### src/rtl/fc_out_requant.sv
`default_nettype none
// ============================================================================
// Module      : fc_out_requant
// Description : Output stage for the fully-connected core. Each 57-bit signed
//               dot product is rounded (half-up), arithmetically shifted right,
//               optionally ReLU-clamped and saturated to signed 8 bits, then
//               queued in a small FIFO that feeds a valid/ready stream.
//               The FC core cannot be stalled, so a result arriving at a full
//               FIFO is discarded and a sticky overflow flag is raised.
// Ports       : clk, reset        - clock, synchronous active-high reset
//               i_valid, i_acc    - result strobe and 57-bit signed result
//               cfg_shift         - right-shift amount (clamped to 56)
//               cfg_relu          - 1 = negative results become 0
//               out_valid/out_data/out_ready - output stream (FIFO head)
//               overflow          - sticky drop indicator
//               sat_count         - saturating count of clamped results
// Revision    : 1.0 - initial release
// ============================================================================
module fc_out_requant #(
    parameter int DEPTH = 4,
    parameter int CNT_W = 16
) (
    input  logic             clk,
    input  logic             reset,
    input  logic             i_valid,
    input  logic [56:0]      i_acc,
    input  logic [5:0]       cfg_shift,
    input  logic             cfg_relu,
    output logic             out_valid,
    output logic [7:0]       out_data,
    input  logic             out_ready,
    output logic             overflow,
    output logic [CNT_W-1:0] sat_count
);

    localparam int                   c_PTR_W   = (DEPTH > 1) ? $clog2(DEPTH) : 1;
    localparam logic [c_PTR_W:0]     c_FULL    = (c_PTR_W + 1)'(DEPTH);
    localparam logic [5:0]           c_SH_MAX  = 6'd56;
    localparam logic signed [57:0]   c_SAT_HI  = 58'sd127;
    localparam logic signed [57:0]   c_SAT_LO  = -58'sd128;

    // ------------------------------------------------------------------
    // Stage 1: clamp shift, add rounding constant, capture config with data
    // ------------------------------------------------------------------
    logic [5:0]  w_sh;
    logic [57:0] w_round;
    logic [57:0] w_sum;

    assign w_sh    = (cfg_shift > c_SH_MAX) ? c_SH_MAX : cfg_shift;
    // Half of one output LSB, so the later floor shift rounds half-up.
    assign w_round = (w_sh == 6'd0) ? 58'd0 : (58'd1 << (w_sh - 6'd1));
    // One extra bit keeps the rounding add from wrapping for large inputs.
    assign w_sum   = {i_acc[56], i_acc} + w_round;

    logic        r_s1_valid;
    logic [57:0] r_s1_sum;
    logic [5:0]  r_s1_sh;
    logic        r_s1_relu;

    always_ff @(posedge clk) begin
        if (reset) begin
            r_s1_valid <= 1'b0;
            r_s1_sum   <= '0;
            r_s1_sh    <= '0;
            r_s1_relu  <= 1'b0;
        end else begin
            r_s1_valid <= i_valid;
            if (i_valid) begin
                r_s1_sum  <= w_sum;
                r_s1_sh   <= w_sh;
                r_s1_relu <= cfg_relu;
            end
        end
    end

    // ------------------------------------------------------------------
    // Stage 2: shift, ReLU, saturate (combinational into the FIFO write)
    // ------------------------------------------------------------------
    logic signed [57:0] w_shifted;
    logic signed [57:0] w_t;
    logic [7:0]         w_q;
    logic               w_sat;

    assign w_shifted = $signed(r_s1_sum) >>> r_s1_sh;
    assign w_t       = (r_s1_relu && w_shifted[57]) ? '0 : w_shifted;

    always_comb begin
        w_q   = w_t[7:0];
        w_sat = 1'b0;
        if (w_t > c_SAT_HI) begin
            w_q   = 8'h7F;
            w_sat = 1'b1;
        end else if (w_t < c_SAT_LO) begin
            w_q   = 8'h80;
            w_sat = 1'b1;
        end
    end

    // ------------------------------------------------------------------
    // Output FIFO: circular buffer with explicit occupancy count
    // ------------------------------------------------------------------
    logic [7:0]         r_mem [DEPTH];
    logic [c_PTR_W-1:0] r_rptr;
    logic [c_PTR_W-1:0] r_wptr;
    logic [c_PTR_W:0]   r_count;
    logic               r_overflow;
    logic [CNT_W-1:0]   r_sat_count;

    logic w_full;
    logic w_rd;
    logic w_wr;

    assign w_full = (r_count == c_FULL);
    assign w_rd   = out_valid && out_ready;
    // A pop on the same edge frees the slot, so a full FIFO still accepts.
    assign w_wr   = r_s1_valid && (!w_full || w_rd);

    always_ff @(posedge clk) begin
        if (reset) begin
            for (int i = 0; i < DEPTH; i++) begin
                r_mem[i] <= '0;
            end
            r_rptr      <= '0;
            r_wptr      <= '0;
            r_count     <= '0;
            r_overflow  <= 1'b0;
            r_sat_count <= '0;
        end else begin
            if (w_wr) begin
                r_mem[r_wptr] <= w_q;
                r_wptr        <= r_wptr + c_PTR_W'(1);
            end
            if (w_rd) begin
                r_rptr <= r_rptr + c_PTR_W'(1);
            end
            case ({w_wr, w_rd})
                2'b10:   r_count <= r_count + (c_PTR_W + 1)'(1);
                2'b01:   r_count <= r_count - (c_PTR_W + 1)'(1);
                default: r_count <= r_count;
            endcase
            if (r_s1_valid && !w_wr) begin
                r_overflow <= 1'b1;
            end
            // Every processed result that clamps is counted, dropped or not.
            if (r_s1_valid && w_sat && (r_sat_count != {CNT_W{1'b1}})) begin
                r_sat_count <= r_sat_count + CNT_W'(1);
            end
        end
    end

    assign out_valid = (r_count != '0);
    assign out_data  = r_mem[r_rptr];
    assign overflow  = r_overflow;
    assign sat_count = r_sat_count;

endmodule
`default_nettype wire

### config.mk
export PLATFORM = sky130hd
export DESIGN_NAME = fc_out_requant
export DESIGN_NICKNAME = d
export VERILOG_FILES = /design/src/rtl/fc_out_requant.sv
export SDC_FILE = /design/constraint.sdc
export NUM_CORES = 1
export LEC_CHECK = 0
export BUFFER_PORTS_ARGS = -buffer_cell sky130_fd_sc_hd__buf_2
export CORE_UTILIZATION = 61
export CTS_CLUSTER_SIZE = 40
export DETAILED_ROUTE_END_ITERATION = 6
export PLACE_DENSITY = 0.8
export SETUP_SLACK_MARGIN = 0.1
export SYNTH_ARGS = -nofsm -noshare
export SYNTH_HDL_FRONTEND = slang
export SYNTH_SLANG_ARGS = --single-unit
### constraint.sdc
create_clock -name clk -period 10.3 [get_ports clk]
set_input_delay 2.575 -clock clk [delete_from_list [all_inputs] [get_ports clk]]
set_output_delay 2.575 -clock clk [all_outputs]
set_load 0.005 [all_outputs]
Yosys cells after proc, flatten, opt, wreduce, memory -nomap -nowiden
Memories as Yosys holds them, arrays and structs flattened. A register that Yosys moved wholly into a read port is not among the register bits.
Cells that the tools add are included.
{"block": "op_classes", "n_reduce_logical": 13, "n_mux": 18, "eq_ne": 4, "order_cmp": 3, "shifts": 2, "addsub": 7, "n_div": 0, "bitwise": 0, "n_mul": 0}
{"cell": "two-way mux 58 bit", "n": 2}
{"cell": "adder 58 bit", "n": 1}
{"cell": "greater-than comparator 58 x 8 -> 1 bit (second input constant)", "n": 1}
{"cell": "less-than comparator 58 x 8 -> 1 bit (second input constant)", "n": 1}
{"cell": "left shift 1 x 6 -> 58 bit (first input constant)", "n": 1}
{"cell": ">>> shifter 58 x 6 -> 58 bit", "n": 1}
{"cell": "two-way mux 8 bit", "n": 3}
{"cell": "adder 16 x 1 -> 16 bit (second input constant)", "n": 1}
{"cell": "inequality test 16 bit (second input constant)", "n": 1}
{"cell": "two-way mux 1 bit", "n": 8}
{"cell": "OR reduction 8 bit", "n": 1}
{"cell": "greater-than comparator 6 bit (second input constant)", "n": 1}
{"cell": "logical AND 1 bit", "n": 6}
{"cell": "zero test 6 bit", "n": 1}
{"cell": "two-way mux 2 bit", "n": 3}
{"cell": "two-way mux 6 bit", "n": 1}
{"cell": "case mux 3 bit (2 select lines)", "n": 1}
{"cell": "subtractor 6 x 1 -> 6 bit (second input constant)", "n": 1}
{"cell": "adder 2 x 1 -> 2 bit (second input constant)", "n": 2}
{"cell": "adder 3 x 1 -> 3 bit (second input constant)", "n": 1}
{"cell": "== test 3 bit (second input constant)", "n": 1}
{"cell": "nonzero test 3 bit", "n": 1}
{"cell": "subtractor 3 x 1 -> 3 bit (second input constant)", "n": 1}
{"cell": "== test 2 x 1 -> 1 bit (second input constant)", "n": 1}
{"cell": "4 further kinds", "n": 5}
{"block": "word_totals", "rom_bits": 0, "out_inout_bits": 26, "ram_bits": 32, "latchBits": 0, "n_memories": 1, "inputBits": 68, "register_bits": 90}
{"memory": "r_mem", "depth": 4, "width": 8, "read_ports": 1, "rd_ports_with_merged_regs": 1, "write_ports": 4, "line_no": "102", "source": "logic [7:0] r_mem [DEPTH];"}

Longest topological paths before layout
Gate-level depths: netlist (run 1).
{"block": "depth", "depth_word": 9, "ltp_mapped": 19, "mapped_depth_nobuf": 19}

Least setup slack after synthesis (run 1)
No wires, ideal clock.
{"block": "synth_path", "path_kind": "input -> register", "startpoint": "input port cfg_shift[3]", "endpoint": "register r_s1_sum[57]", "n_path_buf": 0, "slack_ps": 3753, "t_arrival_ps": 6419, "path_stages": 18, "setup_time_ps": 128, "cell_sequence": "nor4_1 xnor2_1 nand2b_1 or2_2 inv_1 ha_1 a211oi_1 nor2_1 a21oi_1 o21ai_0 a221oi_1 o21a_1 o2111ai_1 a311oi_1 o21ai_0 xor2_1 mux2i_1 nor2_1"}
{"block": "synth_via", "elab_chain_len": 6}
{"item": "start, declared", "line_no": "27", "source": "input logic [5:0] cfg_shift,"}
{"item": "greater-than comparator 6 bit", "line_no": "49", "source": "assign w_sh = (cfg_shift > c_SH_MAX) ? c_SH_MAX : cfg_shift;"}
{"item": "two-way mux 6 bit (*)", "line_no": "49"}
{"item": "subtractor 6 x 1 -> 6 bit", "line_no": "51", "source": "assign w_round = (w_sh == 6'd0) ? 58'd0 : (58'd1 << (w_sh - 6'd1));"}
{"item": "left shift 1 x 6 -> 58 bit", "line_no": "51"}
{"item": "two-way mux 58 bit (*)", "line_no": "51"}
{"item": "adder 58 bit (*)", "line_no": "53", "source": "assign w_sum = {i_acc[56], i_acc} + w_round;"}
{"item": "end signal, assigned", "line_no": "69", "source": "r_s1_sum <= w_sum;"}
{"item": "end, declared", "line_no": "56", "source": "logic [57:0] r_s1_sum;"}
Every way passes the cells marked *; elsewhere a longest branch is shown, timed or not.
A chain may end at the register's enable or synchronous reset.

Worst setup path in the final report (run 1)
{"block": "layout_path", "startpoint": "input port cfg_shift[0]", "endpoint": "register r_s1_sum[57]"}
The elaborated chain is that of the path after synthesis.

==> results of run 1 <==
worst max-delay path, delay by kind of cell:
kind                       cells  cell delay (ps)
buffers and inverters          2              250
adders and majority gates      1              230
xor gates and xnor gates       2              400
and+or+nand+nor                5             1400
AOI/OAI and AO/OA              8             2500
muxes                          1              140
cell usage in the layout (no fill, tap or decap), types with 7 or more instances in the layout:
master / n
xnor2_1: 37
or2_2: 8
a21oi_1: 81
nand3_1: 37
buf_2: 93
a31oi_1: 15
nand4_1: 18
nand2b_1: 33
o21ai_0: 68
nand2_1: 136
a21o_1: 43
buf_4: 13
a221oi_1: 9
inv_1: 31
clkbuf_16: 17
o22ai_1: 14
or4_1: 7
and3_1: 16
or3_1: 11
o21bai_1: 16
nor2_1: 223
nor4_1: 7
nor3_1: 29
nor2b_1: 30
mux2_2: 32
mux4_2: 84
xor2_1: 36
ha_1: 58
mux2i_1: 126
o21a_1: 18
dfxtp_1: 87
a211oi_1: 27
edfxtp_1: 32
o211ai_1: 15
synthesized netlist by cell type, drive strengths merged, types with 4 or more instances:
cell	count
a2111oi	5
a211oi	27
a21o	43
a21oi	81
a221oi	9
a22oi	6
a31o	6
a31oi	16
and2	7
and3	16
buf	49
clkbuf	63
dfxtp	92
edfxtp	32
ha	58
inv	33
mux2	32
mux2i	126
mux4	84
nand2	136
nand2b	33
nand3	37
nand3b	4
nand4	18
nor2	223
nor2b	30
nor3	30
nor4	7
nor4b	4
o2111ai	5
o211a	5
o211ai	15
o21a	18
o21ai	68
o21bai	16
o22ai	14
o31ai	5
o32ai	5
or2	8
or3	11
or4	7
xnor2	37
xor2	36
worst max-delay path by stage:
stage	end	cells past startpoint
2_1_floorplan	r_s1_sum[57]	18
3_3_place_gp	r_s1_sum[57]	19
3_5_place_dp	r_s1_sum[55]	19
4_1_cts	r_s1_sum[55]	19
5_1_grt	r_s1_sum[54]	20
6_report	r_s1_sum[57]	19
power groups by stage:
stage	Combinational (mW)	Sequential, mW	Clock, mW
6_report	0.581	0.601	0.591
3_3_place_gp	0.557	0.607	0
4_1_cts	0.565	0.600	0.596
5_1_grt	0.621	0.608	0.613
2_1_floorplan	0.433	0.571	0
3_5_place_dp	0.560	0.610	0
through the flow:
step	util [%]	worst slack [ps]	area, um2	total power, mW
finish	66.8	3110	14600	1.77
global route	66.8	2650	14600	1.84
CTS	66.8	3230	14600	1.76
detailed placement	64.2	2780	14100	1.17
global placement	64.2	2870	14100	1.16
floorplan	-	3750	13700	1.00
cell type report:
class	instances	share of cell area (%)
clock inverter	12	0.779
tap	280	2.40
clock buffer	20	3.12
multi-input combinational	1337	69.7
sequential	124	19.3
inverter	33	0.847
timing repair buffer	106	3.85
kinds of logic (layout without fill, tap and decap cells):
| family | after synthesis | in the layout | synth area share, % |
|---|---|---|---|
| and+or+nand+nor | 582 | 582 | 19.8 |
| AOI/OAI and AO/OA | 379 | 379 | 18.7 |
| muxes | 242 | 242 | 25.7 |
| buffers and inverters | 145 | 171 | 5.03 |
| DFF | 124 | 124 | 20.5 |
| xor gates and xnor gates | 73 | 73 | 4.67 |
| adders and majority gates | 60 | 60 | 5.59 |
| other | 1 | 1 | 0.0274 |
routing by layer:
layer  track usage [%]  up-vias  share of wire (%)
met1              56.3     6287                 43
met2              57.9      826                 43
li1                  -     6040                  -
met5                 0        -                  0
met4              15.7        0                3.6
met3              7.25      114                 10
flip-flops by register name, indices dropped and copies added, names as in the netlist, 2 cells and up, named ones only:
register   flops
r_mem         32
r_rptr         2
r_wptr         2
r_s1_sh        6
r_s1_sum      58
sat_count     16
r_count        3
==> impl_metrics.yaml, run 1 <==
run_status:
  status: "finished, final reports clean"
worst_setup_path:
  reg2reg_depth: 11
  path_max_fanout: 13
  worstReg2RegStart: "r_s1_sh[3]"
  slowest_stage: "a221oi_1"
  r2r_end: "r_mem[0][0]"
  slowest_delay_ps: 700
  crit_required_ps: 10600
  crit_chain: "buf_2 > nor4_1 > xnor2_1 > nand2b_1 > or2_2 > inv_1 > ha_1 > a211oi_1 > nor2_1 > a21oi_1 > o21ai_0 > a221oi_1 > o21a_1 > o2111ai_1 > a311oi_1 > o21ai_0 > xor2_1 > mux2i_1 > nor2_1"
  start_kind: "input port"
  path_class: "input port to register"
  crit_arrival_ps: 7490
  worstSetupStartpoint: "cfg_shift[0]"
  regToRegSetupSlack_ps: 4730
  end_kind: "register"
drt:
  via_count: 13300
  drc: 0
  dr.pass1.iters: 6
  wl_mm: 44.7
  detail-route-antenna-nets: 0
  vias_per_cell: 6.94
  dr.first_iter.drc_count: 1415
  routedWlPerCell_um: 23.4
die:
  row_count: 54
  ios: 94
  core_mm2: 0.0219
  initial_core_util_pct: 62.5
  die_area_mm2: 0.0230
  chipHeight_um: 152
  die_x_um: 152
clocking:
  cts_root_buffer: "clkbuf_16"
  cts_resized: 0
  cts_made_buffers: 17
  post_cts_buffers: 0
  cts_tree: "built"
  clk_pin_slew_ps: 60
  worstSkewPairLatency_ps: 440
  clkSinkCount: 124
  clockBufferDepth: 2
  cts_max_level: 4
  hold_buffers: 0
finish:
  num_antenna_cells: 0
  fillers: 1827
  area.sequential_mm2: 0.00282
  area_growth_pct: 6.84
  final_net_count: 1747
  multi_input_area_mm2: 0.0102
  final_cells: 1912
  final_layout_size_suffix_gt1_share_pct: 17.2
logic_synthesis:
  synth_edf_count: 32
  synth_top_cell_by_area: "mux4_2"
  synth_seq_cells: 124
  synth_top_area_share_pct: 13.8
  yosys_warnings: 0
  async_flop_share_pct: 0
  ys_seq_area_share_pct: 20.5
  syn_avg_cell_area_um2: 8.52
  synth_top_flop_cell: "dfxtp_1"
  synth.area.top_cells: "mux4_2 14%, dfxtp_1 13%, mux2i_1 9.2%, edfxtp_1 7.0%, nor2_1 6.1%"
  synth_nets: 1734
  yosysUniqueCellTypes: 80
  postSynthCellCount: 1606
  syn_area_mm2: 0.0137
min_path:
  worstHoldStart: "overflow"
  holdPathEnd: "overflow"
  hold_path.class: "register to register"
  holdPathStages: 2
timing:
  fin_crit_sh_pct: 69.8
  max_freq_ghz: 0.139
  fin_worst_skew_ps: 17.1
  rsz0062_at_grt: "no"
  worst_hold_slack_ps: 466
  setup_viol: 0
  relSlewSlack_pct: 37.5
  hold_violations: 0
  tightest_slew_ps: 912
  slew_violations: 0
  fin_crit_ps: 7190
  fin_tns_setup_ps: 0
grt:
  grt_usage_pct: 39.2
  first_global_vias: 12100
  grt_max_degree: 71
  grt_pass1_wl_mm: 68.3
  gr-total-overflow: 0
  antenna_found_initial: 0
placed_design:
  gp_congestion: 1.06
  portBuffers: 93
  placed_cells: 1880
  dp.final_hpwl_mm: 33.8
job:
  cap_violations: 0
pwr:
  p_sw_share_pct: 36.1
  power.switching_mw: 0.640
  power_density_mw_per_mm2: 121
  ir_worst_vdd_v: 0.000109
  power.clock.fraction_pct: 33.3
  power_frac_comb_pct: 32.8
  p_leak_nw: 6.04
  p_seq_share_pct: 33.9
  power.internal_mw: 1.13
(Power assumes the default switching activity.)
==> run 2: changes to the inputs <==
==> constraint.sdc (replaced) <==
create_clock -name clk -period 6.8 [get_ports clk]
set_input_delay 1.7 -clock clk [delete_from_list [all_inputs] [get_ports clk]]
set_output_delay 1.7 -clock clk [all_outputs]
set_load 0.005 [all_outputs]
==> run 2 against run 1 <==
  * Power is 56% higher
  * Critical path depth grew 2
  * Register-to-register slack got worse by 3400 ps
  * Clock skew grew 5.1 ps
  * Highest routed layer unchanged
==> impl_metrics.yaml, run 2 (synthesized netlist as in run 1, its figures left out) <==
drt:
  wl_mm: 44.8
  dr.pass1.iters: 6
  drc: 0
  detail-route-antenna-nets: 0
  dr.first_iter.drc_count: 1478
  vias_per_cell: 6.94
  via_count: 13300
  routedWlPerCell_um: 23.4
pwr:
  p_seq_share_pct: 33.5
  p_leak_nw: 6.07
  power.clock.fraction_pct: 35.2
  power.switching_mw: 0.989
  power_density_mw_per_mm2: 188
  p_sw_share_pct: 35.8
  ir_worst_vdd_v: 0.000189
  power.internal_mw: 1.78
  finalPower_mw: 2.76
  power_frac_comb_pct: 31.3
timing:
  tightest_slew_ps: 1000
  fin_crit_sh_pct: 88.0
  setup_viol: 0
  fin_ws_ps: 818
  fin_crit_ps: 5980
  fin_worst_skew_ps: 22.2
  worst_hold_slack_ps: 484
  hold_violations: 0
  relSlewSlack_pct: 33.0
  slew_violations: 0
  max_freq_ghz: 0.167
  rsz0062_at_grt: "no"
  fin_tns_setup_ps: 0
clocking:
  cts_tree: "built"
  worstSkewPairLatency_ps: 440
  hold_buffers: 0
  cts_root_buffer: "clkbuf_16"
  cts_max_level: 4
  cts_made_buffers: 17
  clkSinkCount: 124
  clockBufferDepth: 2
  clk_pin_slew_ps: 60
  cts_resized: 0
  post_cts_buffers: 0
die:
  die_x_um: 152
  chipHeight_um: 152
  die_area_mm2: 0.0230
  ios: 94
  initial_core_util_pct: 62.5
  core_mm2: 0.0219
  row_count: 54
grt:
  grt_usage_pct: 39.2
  grt_max_degree: 95
  gr-total-overflow: 0
  grt_pass1_wl_mm: 68.6
  first_global_vias: 12000
  antenna_found_initial: 0
worst_setup_path:
  path_class: "input port to register"
  regToRegSetupSlack_ps: 1320
  critPathTopFamily: "compound AO/OA/AOI/OAI gates"
  crit_required_ps: 7150
  crit_buf_inv: 3
  crit_chain: "buf_2 > nor4_1 > buf_4 > xnor2_1 > nand2b_1 > nor2_1 > ha_1 > inv_1 > fa_1 > nor2b_1 > o21a_1 > o21ai_0 > a21oi_1 > o211ai_1 > o211ai_1 > o211ai_1 > o21ai_0 > nor2b_1 > a221oi_1 > xor2_1 > o21ai_0"
  slowest_stage: "o211ai_1"
  slowest_delay_ps: 450
  worstReg2RegStart: "r_s1_sh[3]"
  end_kind: "register"
  crit_arrival_ps: 6330
  worst-path-stages: 21
  start_kind: "input port"
  r2r_end: "r_mem[2][1]"
  reg2reg_depth: 12
  worstSetupStartpoint: "cfg_shift[0]"
  path_max_fanout: 13
  endpoint: "r_s1_sum[54]"
placed_design:
  dp.final_hpwl_mm: 33.8
  portBuffers: 93
  placed_area_mm2: 0.0141
  placed_cells: 1885
  dp_slack_ps: 461
  gp_congestion: 1.05
finish:
  final_cells: 1917
  multi_input_area_mm2: 0.0102
  largest-register: "r_s1_sum"
  finalInstanceArea_mm2: 0.0147
  finalCoreUtilization_pct: 67.2
  largest_register_ff_count: 58
  fillers: 1843
  num_antenna_cells: 0
  final_common_cell: "nor2_1"
  final_layout_size_suffix_gt1_share_pct: 17.4
  area_growth_pct: 7.40
  area.sequential_mm2: 0.00282
  final_net_count: 1752
  layout_common_cells: "223 x nor2_1, 136 x nand2_1, 126 x mux2i_1"
min_path:
  hold_path.class: "register to register"
run_status:
  status: "finished, final reports clean"
job:
  cap_violations: 0
-- run 2: how the worst min path moves through the flow --
stage,cells after the start,to,slack [ps],start
after global placement,2,overflow,460,overflow
final,2,overflow,480,overflow
after global routing,2,overflow,530,overflow
after floorplan,2,r_s1_sum[6],450,r_s1_sum[6]
after CTS,2,overflow,490,overflow
after detailed placement,2,overflow,470,overflow
-- run 2: power groups by stage --
stage | logic, mW | registers (mW) | clock network [mW]
2_1_floorplan | 0.656 | 0.865 | 0
6_report | 0.865 | 0.927 | 0.972
4_1_cts | 0.841 | 0.924 | 0.974
3_5_place_dp | 0.834 | 0.939 | 0
3_3_place_gp | 0.830 | 0.934 | 0
5_1_grt | 0.924 | 0.938 | 1.00
-- run 2: tightest hold or removal path: stages, from the launching register on --
cell	delay, ps
dfxtp_1	330
a21oi_1	50
nor2_1	70
-- run 2: cell type report --
cell class              count  area share, %
clock buffers              18           2.92
flip-flops and latches    124           19.2
clock inverters            14           1.23
repair buffers            111           4.09
inverters                  33          0.843
multi-input cells        1337           69.4
well taps                 280           2.38
-- run 2: metal layers --
| layer | vias to the layer above | GRT usage (%) | part of all wire [%] | wire [um] |
|---|---|---|---|---|
| met2 | 792 | 57.0 | 44 | 19500 |
| li1 | 6058 | - | - | - |
| met3 | 112 | 5.78 | 9.8 | 4380 |
| met1 | 6347 | 57.4 | 43 | 19200 |
| met5 | - | 0 | 0 | 0 |
| met4 | 0 | 16.8 | 3.8 | 1720 |
